### src/rtl/imem_loader_pkg.sv
// rtl/imem_loader_pkg.sv - shared FSM state type and IMEM sizing defaults for the IMEM loader
package imem_loader_pkg;

    localparam int IMEM_DEPTH_DEFAULT = 256;

    typedef enum logic [2:0] {
        ST_IDLE,
        ST_LOAD,
        ST_FLUSH,
        ST_DONE,
        ST_ERROR
    } state_e;

endpackage

### src/rtl/imem_loader_if.sv
// rtl/imem_loader_if.sv - program byte stream in, IMEM word-write port out
// Ports: in_valid/in_data/in_last/in_ready byte stream; imem_we/imem_waddr/imem_wdata word write.
interface imem_loader_if #(
    parameter int AW = 8
);
    logic          in_valid;
    logic [7:0]    in_data;
    logic          in_last;
    logic          in_ready;
    logic          imem_we;
    logic [AW-1:0] imem_waddr;
    logic [31:0]   imem_wdata;

    modport master (
        output in_valid, in_data, in_last,
        input  in_ready, imem_we, imem_waddr, imem_wdata
    );

    modport slave (
        input  in_valid, in_data, in_last,
        output in_ready, imem_we, imem_waddr, imem_wdata
    );
endinterface

### src/rtl/imem_word_pack.sv
// rtl/imem_word_pack.sv - little-endian byte-to-word assembly with a 2-bit lane counter
// Ports: clear restarts at lane 0; accept consumes in_data into the current lane;
//        lane is the lane the next byte lands in; word is the word including in_data.
module imem_word_pack (
    input  logic        clk,
    input  logic        rst,
    input  logic        clear,
    input  logic        accept,
    input  logic [7:0]  in_data,
    output logic [1:0]  lane,
    output logic [31:0] word
);
    logic [1:0]  lane_q, lane_d;
    logic [23:0] low_q, low_d;

    always_comb begin
        lane_d = lane_q;
        low_d  = low_q;
        if (clear) begin
            lane_d = 2'd0;
            low_d  = 24'h0;
        end else if (accept) begin
            case (lane_q)
                2'd0:    low_d[7:0]   = in_data;
                2'd1:    low_d[15:8]  = in_data;
                2'd2:    low_d[23:16] = in_data;
                default: ;
            endcase
            lane_d = lane_q + 2'd1;
        end
    end

    // Lanes above the incoming byte are forced to zero, so a short final
    // word never carries stale bytes from the previous word.
    always_comb begin
        case (lane_q)
            2'd0:    word = {24'h0, in_data};
            2'd1:    word = {16'h0, in_data, low_q[7:0]};
            2'd2:    word = {8'h0, in_data, low_q[15:0]};
            default: word = {in_data, low_q};
        endcase
    end

    assign lane = lane_q;

    always_ff @(posedge clk or posedge rst) begin
        if (rst) begin
            lane_q <= 2'd0;
            low_q  <= 24'h0;
        end else begin
            lane_q <= lane_d;
            low_q  <= low_d;
        end
    end
endmodule

### src/rtl/imem_loader.sv
// rtl/imem_loader.sv - streams program bytes into IMEM words and releases the CPU when done
// Ports: clk, rst (async, active-high); load_start pulse; bus (slave) byte stream + IMEM write;
//        cpu_rst, done, err status; words_loaded count of written words.
module imem_loader
    import imem_loader_pkg::*;
#(
    parameter int IMEM_DEPTH = IMEM_DEPTH_DEFAULT,
    parameter int AW         = $clog2(IMEM_DEPTH)
) (
    input  logic          clk,
    input  logic          rst,
    input  logic          load_start,
    imem_loader_if.slave  bus,
    output logic          cpu_rst,
    output logic          done,
    output logic          err,
    output logic [AW:0]   words_loaded
);
    localparam logic [AW:0] DEPTH_W = (AW+1)'(IMEM_DEPTH);
    localparam logic [AW:0] ONE_W   = (AW+1)'(1);

    state_e        state_q, state_d;
    logic          in_ready_q, in_ready_d;
    logic          we_q, we_d;
    logic [AW-1:0] waddr_q, waddr_d;
    logic [31:0]   wdata_q, wdata_d;
    logic          cpu_rst_q, cpu_rst_d;
    logic          done_q, done_d;
    logic          err_q, err_d;
    logic [AW:0]   count_q, count_d;
    // Set when the final byte completed a full word: LOAD spends the write
    // cycle with in_ready low, then moves to DONE.
    logic          fin_q, fin_d;

    logic          accept;
    logic          restart;
    logic          full;
    logic [1:0]    lane;
    logic [31:0]   word;

    assign accept  = bus.in_valid && in_ready_q;
    assign full    = (count_q == DEPTH_W);
    assign restart = load_start &&
                     (state_q == ST_IDLE || state_q == ST_DONE || state_q == ST_ERROR);

    imem_word_pack u_pack (
        .clk     (clk),
        .rst     (rst),
        .clear   (restart),
        .accept  (accept && !full),
        .in_data (bus.in_data),
        .lane    (lane),
        .word    (word)
    );

    always_comb begin
        state_d    = state_q;
        in_ready_d = in_ready_q;
        we_d       = 1'b0;
        waddr_d    = waddr_q;
        wdata_d    = wdata_q;
        cpu_rst_d  = cpu_rst_q;
        done_d     = done_q;
        err_d      = err_q;
        count_d    = count_q;
        fin_d      = fin_q;

        if (restart) begin
            state_d    = ST_LOAD;
            in_ready_d = 1'b1;
            waddr_d    = '0;
            count_d    = '0;
            cpu_rst_d  = 1'b1;
            done_d     = 1'b0;
            err_d      = 1'b0;
            fin_d      = 1'b0;
        end else begin
            case (state_q)
                ST_LOAD: begin
                    if (fin_q) begin
                        state_d   = ST_DONE;
                        fin_d     = 1'b0;
                        cpu_rst_d = 1'b0;
                        done_d    = 1'b1;
                    end else if (accept) begin
                        if (full) begin
                            state_d    = ST_ERROR;
                            in_ready_d = 1'b0;
                            err_d      = 1'b1;
                        end else if (lane == 2'd3 || bus.in_last) begin
                            we_d    = 1'b1;
                            waddr_d = count_q[AW-1:0];
                            wdata_d = word;
                            count_d = count_q + ONE_W;
                            if (bus.in_last) begin
                                in_ready_d = 1'b0;
                                if (lane == 2'd3) begin
                                    fin_d = 1'b1;
                                end else begin
                                    state_d = ST_FLUSH;
                                end
                            end
                        end
                    end
                end
                ST_FLUSH: begin
                    state_d   = ST_DONE;
                    cpu_rst_d = 1'b0;
                    done_d    = 1'b1;
                end
                default: ;
            endcase
        end
    end

    always_ff @(posedge clk or posedge rst) begin
        if (rst) begin
            state_q    <= ST_IDLE;
            in_ready_q <= 1'b0;
            we_q       <= 1'b0;
            waddr_q    <= '0;
            wdata_q    <= 32'h0;
            cpu_rst_q  <= 1'b1;
            done_q     <= 1'b0;
            err_q      <= 1'b0;
            count_q    <= '0;
            fin_q      <= 1'b0;
        end else begin
            state_q    <= state_d;
            in_ready_q <= in_ready_d;
            we_q       <= we_d;
            waddr_q    <= waddr_d;
            wdata_q    <= wdata_d;
            cpu_rst_q  <= cpu_rst_d;
            done_q     <= done_d;
            err_q      <= err_d;
            count_q    <= count_d;
            fin_q      <= fin_d;
        end
    end

    assign bus.in_ready   = in_ready_q;
    assign bus.imem_we    = we_q;
    assign bus.imem_waddr = waddr_q;
    assign bus.imem_wdata = wdata_q;
    assign cpu_rst        = cpu_rst_q;
    assign done           = done_q;
    assign err            = err_q;
    assign words_loaded   = count_q;
endmodule

### src/flat_wrapper.sv
// flat-port wrapper written by rule: the top's interface ports become plain ports
module imem_loader_flat import imem_loader_pkg::*;
#(
    parameter int IMEM_DEPTH = IMEM_DEPTH_DEFAULT,
    parameter int AW         = $clog2(IMEM_DEPTH)
)
  (clk, rst, load_start, cpu_rst, done, err, words_loaded, bus_in_valid, bus_in_data, bus_in_last, bus_in_ready, bus_imem_we, bus_imem_waddr, bus_imem_wdata);
  imem_loader_if #(.AW(AW)) bus_i ();
  input  logic clk;
  input  logic rst;
  input  logic load_start;
  output logic cpu_rst;
  output logic done;
  output logic err;
  output logic [AW:0] words_loaded;
  input wire logic [$bits(bus_i.in_valid)-1:0] bus_in_valid;
  input wire logic [$bits(bus_i.in_data)-1:0] bus_in_data;
  input wire logic [$bits(bus_i.in_last)-1:0] bus_in_last;
  output wire logic [$bits(bus_i.in_ready)-1:0] bus_in_ready;
  output wire logic [$bits(bus_i.imem_we)-1:0] bus_imem_we;
  output wire logic [$bits(bus_i.imem_waddr)-1:0] bus_imem_waddr;
  output wire logic [$bits(bus_i.imem_wdata)-1:0] bus_imem_wdata;
  assign bus_i.in_valid = bus_in_valid;
  assign bus_i.in_data = bus_in_data;
  assign bus_i.in_last = bus_in_last;
  assign bus_in_ready = bus_i.in_ready;
  assign bus_imem_we = bus_i.imem_we;
  assign bus_imem_waddr = bus_i.imem_waddr;
  assign bus_imem_wdata = bus_i.imem_wdata;
  imem_loader #(.IMEM_DEPTH(IMEM_DEPTH), .AW(AW)) u_core (.clk(clk), .rst(rst), .load_start(load_start), .bus(bus_i), .cpu_rst(cpu_rst), .done(done), .err(err), .words_loaded(words_loaded));
endmodule
### config.mk
export PLATFORM = sky130hd
export DESIGN_NAME = imem_loader_flat
export DESIGN_NICKNAME = d
export VERILOG_FILES = /design/src/rtl/imem_loader_pkg.sv /design/src/rtl/imem_loader_if.sv /design/src/rtl/imem_word_pack.sv /design/src/rtl/imem_loader.sv /design/src/flat_wrapper.sv
export SDC_FILE = /design/constraint.sdc
export NUM_CORES = 1
export LEC_CHECK = 0
export CORE_ASPECT_RATIO = 0.9
export CORE_UTILIZATION = 45
export DETAILED_ROUTE_END_ITERATION = 16
export PLACE_DENSITY = 0.69
export SETUP_SLACK_MARGIN = 0.02
export SLEW_MARGIN = 0
export SYNTH_ARGS = -nofsm -noshare
export SYNTH_HDL_FRONTEND = slang
export SYNTH_HIERARCHICAL = 1
export SYNTH_SLANG_ARGS = --single-unit
### constraint.sdc
create_clock -name clk -period 7 [get_ports clk]
set_clock_uncertainty 0.1 [all_clocks]
set_input_delay 0.7 -clock clk [delete_from_list [all_inputs] [get_ports clk]]
set_output_delay 0.7 -clock clk [all_outputs]
set_load 0.01 [all_outputs]
==> impl_metrics.py, run 1 <==
metrics = {
    "floorplanning": {
        "coreArea_mm2": 0.00873,
        "initial_utilization_pct": 47.3,
        "die_h_um": 92.8,
        "die_area_mm2": 0.00955,
        "io_pins": 67,
        "fp.dieW_um": 103,
        "rows": 32,
    },
    "final_layout": {
        "final_cell_area_mm2": 0.00505,
        "n_antenna_cell": 0,
        "areaGrowthSynthToFinish_pct": 22.5,
        "fin_nets": 516,
        "drive_gt1_share_pct": 9.96,
        "fin_cells": 621,
    },
    "sta": {
        "timing_hold_violations_final": 0,
        "slew_headroom_pct": 29.1,
        "max_freq_mhz": 263,
        "post-route-period-util_pct": 54.3,
        "worst_pin_slew_ps": 1060,
        "fin_tns_setup_ps": 0,
        "final-setup-viol-count": 0,
        "drv_slew": 0,
        "rsz0062_at_grt": "no",
        "period_needed_ps": 3800,
    },
    "synthesis": {
        "netlist_area_mm2": 0.00413,
        "yosysMostFrequentCell": "nand2_1",
        "synthesis.nets": 470,
        "synth_ff_type": "dfrtp_1",
        "synth.avg_cell_area_um2": 9.15,
        "yosysTopAreaCellShare_pct": 50.3,
        "yosys-top-cells-count": "131 x nand2_1, 83 x dfrtp_1, 35 x nand3_1",
        "ys_async_sr_fraction_pct": 100,
        "synth_edf_count": 0,
        "synth-seq-cells": 84,
        "synth.top_cells.by_area": "dfrtp_1 50%, nand2_1 12%, a21bo_2 5.8%",
        "ys_warn_count": 6,
        "yosysUniqueCellTypes": 43,
        "syn_inst": 451,
        "synth_area_leader_cell": "dfrtp_1",
        "yosysSeqAreaShare_pct": 51.0,
    },
    "detailed_routing": {
        "first_pass_iters": 4,
        "first_iter_violations": 246,
        "post_drt_wl_per_cell_um": 15.4,
        "drc": 0,
        "via_per_inst": 5.43,
        "vias": 3374,
        "routed_wl_um": 9540,
        "antenna_left": 0,
    },
    "clocking": {
        "clk_path_buf_depth": 2,
        "cts_buffers": 9,
        "holdBufCountCts": 0,
        "cts_setup_buffers": 0,
        "clk_pin_slew_ps": 80,
        "htreeDepth": 3,
        "cts_tree": "built",
        "cts_sinks": 84,
        "insertion_delay_ps": 360,
        "cts_resized": 0,
        "clock-root-buffer": "clkbuf_8",
    },
    "worst_setup_path": {
        "critPathLaunchType": "flop",
        "endpoint_kind": "flop",
        "crit_type": "reg -> reg",
        "arrival_ps": 3980,
        "path_cells": "and3b_1 > o21ai_1 > clkinv_1 > or4_1 > mux2i_1",
        "critical-path-top-delay-family": "buffers and inverters",
        "cp_slowest_stage_delay_ps": 1150,
        "cp_slowest_cell": "clkinv_1",
        "reg2regPathDepth": 5,
        "cp_num_buf_inv": 1,
        "critPathRequiredTime_ps": 7180,
        "rrSetupSlack_ps": 3200,
        "reg2reg_from": "u_core/state_q[1]$_DFFE_PP0P_",
        "crit_path_max_fanout": 34,
        "reg2reg_to": "u_core/state_q[2]$_DFFE_PP0P_",
    },
    "power": {
        "power_leakage_uw": 0.00238,
        "cellPowerDensity_mw_per_mm2": 185,
        "peakVddDrop_mv": 0.136,
    },
    "placed_design": {
        "io_buffers": 66,
        "post-place-cells": 605,
        "post-dp-hpwl_um": 6390,
        "place.gp.congestion": 0.802,
        "placed_area_mm2": 0.00480,
    },
    "grt": {
        "grt_first_pass_wirelength_um": 16200,
        "overflow": 0,
        "antenna_found_initial": 0,
        "grt_use_total_pct": 22.0,
        "grt_pass1_vias": 3236,
        "grt_max_degree": 53,
    },
    "min_path": {
        "hold_end": "u_core/bus.imem_wdata[30]$_DFFE_PP0P_",
        "hold_path_startpoint": "u_core/bus.imem_wdata[30]$_DFFE_PP0P_",
        "min_delay_path_depth": 2,
        "hold_path_class": "reg -> reg",
    },
    "status": {
        "status": "finished, final reports clean",
    },
    "flow_run": {
        "max-cap-violations": 0,
    },
}
[metal layers]
layer / vias to the layer above / track usage [%] / share of wire, %
met2: 94 / 33.3 / 49
li1: 1625 / - / -
met3: 7 / 4.91 / 4.9
met4: 0 / 4.93 / 0.58
met5: - / 0 / 0
met1: 1648 / 32.0 / 46
[power breakdown]
group	leakage, uW	total, uW	internal [uW]	switching [uW]
clock network	0.000127	425	256	169
logic	0.00110	25.7	8.59	17.2
registers	0.00115	485	485	0
[cells by family after synthesis]
group                      share of synthesized area (%)
xor gates and xnor gates                           0.425
adders and majority gates                           1.82
AOI/OAI and AO/OA                                   17.5
and+or+nand+nor                                     22.7
DFF                                                 51.0
muxes                                               1.73
buffers and inverters                               4.88
[worst max-delay path by stage]
stage                                              from  slack [ps]  depth (start not counted)                                  to
after floorplan           u_core/state_q[1]$_DFFE_PP0P_        4730                          6  u_core/words_loaded[5]$_DFFE_PP0P_
after global placement                       load_start        3000                          5       u_core/state_q[2]$_DFFE_PP0P_
after detailed placement                     load_start        2950                          5       u_core/state_q[2]$_DFFE_PP0P_
after CTS                 u_core/state_q[1]$_DFFE_PP0P_        3220                          5       u_core/state_q[2]$_DFFE_PP0P_
after global routing      u_core/state_q[1]$_DFFE_PP0P_        2900                          5       u_core/state_q[2]$_DFFE_PP0P_
final                     u_core/state_q[1]$_DFFE_PP0P_        3200                          5       u_core/state_q[2]$_DFFE_PP0P_
[state kept, by name, summed over array words and instances (netlist names), 2 cells and up]
signal,flops
u_core/state_q,3
u_core/words_loaded,9
u_core/bus.imem_wdata,32
u_core/u_pack/low_q,24
u_core/bus.imem_waddr,8
u_core/u_pack/lane,2
[tightest hold or removal path, cell delays in order, from the launching register on]
cell     delay (ps)
dfrtp_1         350
nand2_1          50
nand2_1          50
[layout make-up]
cell class              instances  area (um2)
fillers                       823        3670
flip-flops and latches         84        2100
multi-input cells             322        1820
repair buffers                 70         691
clock buffers                  12         155
well taps                     119         149
clock inverters                 4        95.1
inverters                      10        37.5
[through the flow]
step | worst slack [ps] | hold slack, ps | power, uW | util (%)
3_5_place_dp | 2950 | 365 | 521 | 55.0
4_1_cts | 3220 | 384 | 946 | 57.9
6_report | 3200 | 376 | 936 | 57.9
5_1_grt | 2900 | 395 | 969 | 57.9
3_3_place_gp | 3000 | 362 | 521 | 55.0
2_1_floorplan | 4730 | 414 | 504 | -
[cell usage in the layout (no fill, tap or decap), types with 9 or more instances in the layout]
| master | instances |
|---|---|
| clkdlybuf4s50_1 | 66 |
| o21ai_0 | 11 |
| and2_1 | 9 |
| nand3_1 | 35 |
| a21oi_1 | 32 |
| clkbuf_8 | 11 |
| a21bo_2 | 24 |
| dfrtp_1 | 83 |
| nand2_1 | 131 |
| a22o_1 | 18 |
Note: power is estimated with default switching activity, not from simulation.
==> inputs of run 2 (changes only) <==
Clock period 7 ns to 3.6 ns, I/O delays scaled along.
==> impl_metrics.py, run 2 (synthesis results as in run 1) <==
metrics = {
    "clocking": {
        "cts_resized": 0,
        "clock-root-buffer": "clkbuf_8",
        "htreeDepth": 3,
        "cts_setup_buffers": 0,
        "holdBufCountCts": 0,
        "cts_sinks": 84,
        "insertion_delay_ps": 340,
        "clk_path_buf_depth": 2,
        "cts_tree": "built",
        "clk_pin_slew_ps": 80,
        "cts_buffers": 9,
    },
    "floorplanning": {
        "die_h_um": 92.8,
        "io_pins": 67,
        "coreArea_mm2": 0.00873,
        "rows": 32,
        "initial_utilization_pct": 47.3,
        "fp.dieW_um": 103,
        "die_area_mm2": 0.00955,
    },
    "final_layout": {
        "fin_cells": 621,
        "final_util_pct": 57.4,
        "largest_reg_flops": 32,
        "final_common_cell": "nand2_1",
        "fillerInstances": 805,
        "areaGrowthSynthToFinish_pct": 21.4,
        "drive_gt1_share_pct": 9.96,
        "fin_nets": 518,
        "n_antenna_cell": 0,
        "layout_common_cells": "131 x nand2_1, 83 x dfrtp_1, 66 x clkdlybuf4s50_1",
    },
    "placed_design": {
        "post-place-cells": 607,
        "place_ws_ps": 938,
        "place.gp.congestion": 0.812,
        "io_buffers": 66,
        "post-dp-hpwl_um": 6420,
    },
    "grt": {
        "grt_use_total_pct": 21.3,
        "grt_use_met1_pct": 29.9,
        "antenna_found_initial": 0,
        "grt_first_pass_wirelength_um": 15600,
        "grt_use_met2_pct": 33.2,
        "grt_pass1_vias": 3183,
        "overflow": 0,
        "use_met3_pct": 5.13,
        "grt_max_degree": 51,
        "top_usage_layer": "met2",
    },
    "worst_setup_path": {
        "crit_path_max_fanout": 44,
        "critPathRequiredTime_ps": 3720,
        "critPathLaunchType": "flop",
        "endpoint_kind": "flop",
        "arrival_ps": 2790,
        "crit_type": "reg -> reg",
    },
    "sta": {
        "setup_ws_ps": 932,
        "post-route-period-util_pct": 74.1,
        "timing_hold_violations_final": 0,
        "slew_headroom_pct": 28.6,
        "drv_slew": 0,
        "period_needed_ps": 2670,
        "fin_tns_setup_ps": 0,
        "max_freq_mhz": 375,
        "rsz0062_at_grt": "no",
        "final-setup-viol-count": 0,
        "worst_pin_slew_ps": 1060,
    },
    "power": {
        "cellPowerDensity_mw_per_mm2": 331,
        "power_leakage_uw": 0.00236,
        "peakVddDrop_mv": 0.227,
        "clkPwrFrac_pct": 40.0,
        "p_comb_share_pct": 3.0,
        "fin_total_pwr_uw": 1660,
        "p_switching_uw": 346,
        "p_int_uw": 1310,
        "swShare_pct": 20.9,
        "sequentialPowerShare_pct": 56.9,
    },
    "detailed_routing": {
        "post_drt_wl_per_cell_um": 15.3,
        "antenna_left": 0,
        "first_iter_violations": 202,
        "first_pass_iters": 4,
        "drc": 0,
        "via_per_inst": 5.41,
        "routed_wl_um": 9500,
        "vias": 3358,
    },
    "min_path": {
        "hold_path_class": "in -> async",
    },
    "status": {
        "status": "finished, final reports clean",
    },
    "flow_run": {
        "max-cap-violations": 0,
    },
}
## run 2: through the flow
step                      cell area [um2]  hold slack, ps
after floorplan                      4130             300
after global placement               4820             361
after detailed placement             4820             366
after CTS                            5010             383
after global routing                 5010             406
final                                5010             364
## run 2: final cells by class
type                    instances  area [um2]  area share, %
clock buffers                  12         155           3.10
clock inverters                 2        35.0          0.699
inverters                      10        37.5          0.749
multi-input cells             322        1820           36.4
flip-flops and latches         84        2100           42.0
well taps                     119         149           2.97
repair buffers                 72         706           14.1
## run 2: routing by layer
metal / routed length [um] / up-vias
met3: 342 / 11
met5: 0 / -
met1: 4540 / 1644
li1: - / 1625
met4: 117 / 0
met2: 4500 / 78
## run 2: power by group through the flow
stage	clock network (uW)	logic [uW]	registers (uW)
final	663	50.2	943
after global routing	711	56.6	943
after CTS	682	52.0	943
after detailed placement	0	51.7	961
after global placement	0	51.2	961
after floorplan	0	19.2	961
## run 2: path summary, 6_finish.rpt
kind	from	endpoint	slack, ps	cells after the start
min in group clk	u_core/bus.imem_wdata[4]$_DFFE_PP0P_	u_core/bus.imem_wdata[4]$_DFFE_PP0P_	380	2
worst min-delay path	rst	u_core/bus.imem_wdata[20]$_DFFE_PP0P_	360	2
max in group asynchronous	rst	u_core/bus.imem_waddr[5]$_DFFE_PP0P_	2220	3
worst max-delay path	u_core/state_q[1]$_DFFE_PP0P_	u_core/words_loaded[4]$_DFFE_PP0P_	930	6
worst max register to register	u_core/state_q[1]$_DFFE_PP0P_	u_core/words_loaded[4]$_DFFE_PP0P_	930	6
worst min register to register	u_core/bus.imem_wdata[4]$_DFFE_PP0P_	u_core/bus.imem_wdata[4]$_DFFE_PP0P_	380	2
## run 2: critical path, cell delays in order (launching register included)
cell	delay, ps
dfrtp_1	490
or4b_4	580
a2111o_1	560
clkinv_1	90
buf_4	390
nand4_1	180
mux2i_1	140
==> inputs of run 3 (changes only) <==
Clock period 3.6 ns to 2.7 ns, I/O delays scaled along.
==> impl_metrics.py, run 3 (synthesis results as in run 1) <==
metrics = {
    "clocking": {
        "insertion_delay_ps": 350,
        "clock-root-buffer": "clkbuf_8",
        "clk_pin_slew_ps": 90,
        "cts_setup_buffers": 0,
        "cts_buffers": 9,
        "cts_sinks": 84,
        "clk_path_buf_depth": 2,
        "cts_tree": "built",
        "htreeDepth": 3,
    },
    "grt": {
        "grt_use_total_pct": 21.4,
        "grt_pass1_vias": 3243,
        "overflow": 0,
        "grt_max_degree": 51,
        "grt_first_pass_wirelength_um": 15800,
        "antenna_found_initial": 0,
    },
    "power": {
        "swShare_pct": 22.0,
        "peakVddDrop_mv": 0.312,
        "p_switching_uw": 498,
        "fin_total_pwr_uw": 2260,
        "sequentialPowerShare_pct": 55.6,
        "cellPowerDensity_mw_per_mm2": 437,
        "p_comb_share_pct": 3.0,
        "p_int_uw": 1760,
        "power_leakage_uw": 0.00244,
        "clkPwrFrac_pct": 41.3,
    },
    "sta": {
        "setup_ws_ps": 243,
        "period_needed_ps": 2460,
        "timing_hold_violations_final": 0,
        "rsz0062_at_grt": "no",
        "post-route-period-util_pct": 91.0,
        "drv_slew": 0,
        "worst_pin_slew_ps": 614,
        "slew_headroom_pct": 59.0,
        "max_freq_mhz": 407,
        "fin_tns_setup_ps": 0,
        "final-setup-viol-count": 0,
    },
    "detailed_routing": {
        "first_iter_violations": 256,
        "via_per_inst": 5.37,
        "drc": 0,
        "vias": 3420,
        "routed_wl_um": 9430,
        "antenna_left": 0,
        "first_pass_iters": 4,
        "post_drt_wl_per_cell_um": 14.8,
    },
    "floorplanning": {
        "rows": 32,
        "fp.dieW_um": 103,
        "die_h_um": 92.8,
        "die_area_mm2": 0.00955,
        "coreArea_mm2": 0.00873,
        "initial_utilization_pct": 47.3,
        "io_pins": 67,
    },
    "worst_setup_path": {
        "critPathLaunchType": "flop",
        "critPathRequiredTime_ps": 2880,
        "cp.depth": 4,
        "crit_path_max_fanout": 15,
        "cp_slowest_cell": "or4b_4",
        "critical-path-top-delay-family": "simple AND/OR/NAND/NOR gates",
        "crit_type": "reg -> reg",
        "cp_slowest_stage_delay_ps": 560,
        "path_cells": "or4b_4 > a2111o_2 > or4_1 > a21oi_1",
        "arrival_ps": 2640,
        "endpoint_kind": "flop",
        "cp_num_buf_inv": 0,
        "reg2regPathDepth": 4,
    },
    "final_layout": {
        "layout_common_cells": "131 x nand2_1, 83 x dfrtp_1, 66 x clkdlybuf4s50_1",
        "final_common_cell": "nand2_1",
        "seq_area_mm2": 0.00210,
        "multi_input_area_mm2": 0.00182,
        "drive_gt1_share_pct": 13.3,
        "fin_nets": 532,
        "areaGrowthSynthToFinish_pct": 25.2,
        "n_antenna_cell": 0,
        "largest_reg_flops": 32,
        "fillerInstances": 789,
    },
    "placed_design": {
        "place_ws_ps": 66.5,
        "post-dp-hpwl_um": 6530,
        "place.gp.congestion": 0.781,
        "io_buffers": 66,
    },
    "status": {
        "status": "finished, final reports clean",
    },
    "flow_run": {
        "max-cap-violations": 0,
    },
    "min_path": {
        "hold_path_class": "in -> async",
    },
}
==> run 3: changes by cell type in the layout (fill, tap and decap cells not counted), sizes merged <==
cell and delta:
buf +14, clkbuf -1, clkinv +1, clkinvlp +2
==> run 3: path summary, 6_finish.rpt <==
path                                                            start                               endpoint  slack, ps
worst max-delay path                    u_core/state_q[2]$_DFFE_PP0P_     u_core/words_loaded[8]$_DFFE_PP0P_        240
worst min register to register  u_core/bus.imem_wdata[31]$_DFFE_PP0P_  u_core/bus.imem_wdata[31]$_DFFE_PP0P_        380
max in group asynchronous                                         rst             u_core/cpu_rst$_DFFE_PP1P_       1860
min in group clk                u_core/bus.imem_wdata[31]$_DFFE_PP0P_  u_core/bus.imem_wdata[31]$_DFFE_PP0P_        380
worst min-delay path                                              rst   u_core/bus.imem_wdata[4]$_DFFE_PP0P_         30
worst max register to register          u_core/state_q[2]$_DFFE_PP0P_     u_core/words_loaded[8]$_DFFE_PP0P_        240
==> run 3: layout make-up <==
type / instances / area share [%]
flip-flops and latches: 84 / 40.7
multi-input cells: 322 / 35.3
repair buffers: 86 / 16.2
clock buffers: 11 / 2.93
well taps: 119 / 2.88
clock inverters: 5 / 1.16
inverters: 10 / 0.799
==> run 3: per-stage QoR <==
step / hold WS [ps] / instances / utilization [%] / instance area (um2)
3_3_place_gp: 365 / 621 / 56.7 / 4950
2_1_floorplan: 210 / 451 / - / 4130
6_report: 31.1 / 637 / 59.2 / 5160
3_5_place_dp: 362 / 621 / 56.7 / 4950
4_1_cts: 24.5 / 637 / 59.1 / 5160
5_1_grt: 31.4 / 637 / 59.2 / 5160
==> run 3: repair_timing <==
action / CTS / global route
hold buffers: 0 / 0
hold endpoints to repair: 0 / 0
setup endpoints to repair: 0 / 37
resized for setup: 0 / 2
==> run 3: power groups by stage <==
stage	clock network [uW]	logic, uW	registers [uW]
global route	999	78.0	1260
detailed placement	0	70.9	1280
global placement	0	70.8	1280
finish	933	68.9	1260
floorplan	0	25.6	1280
CTS	954	71.0	1260
==> run 3: metal layers <==
layer  GRT usage (%)  wire [um]
met3            4.45        367
met5               0          0
met1            30.1       4530
met2            33.7       4480
met4            5.28         51
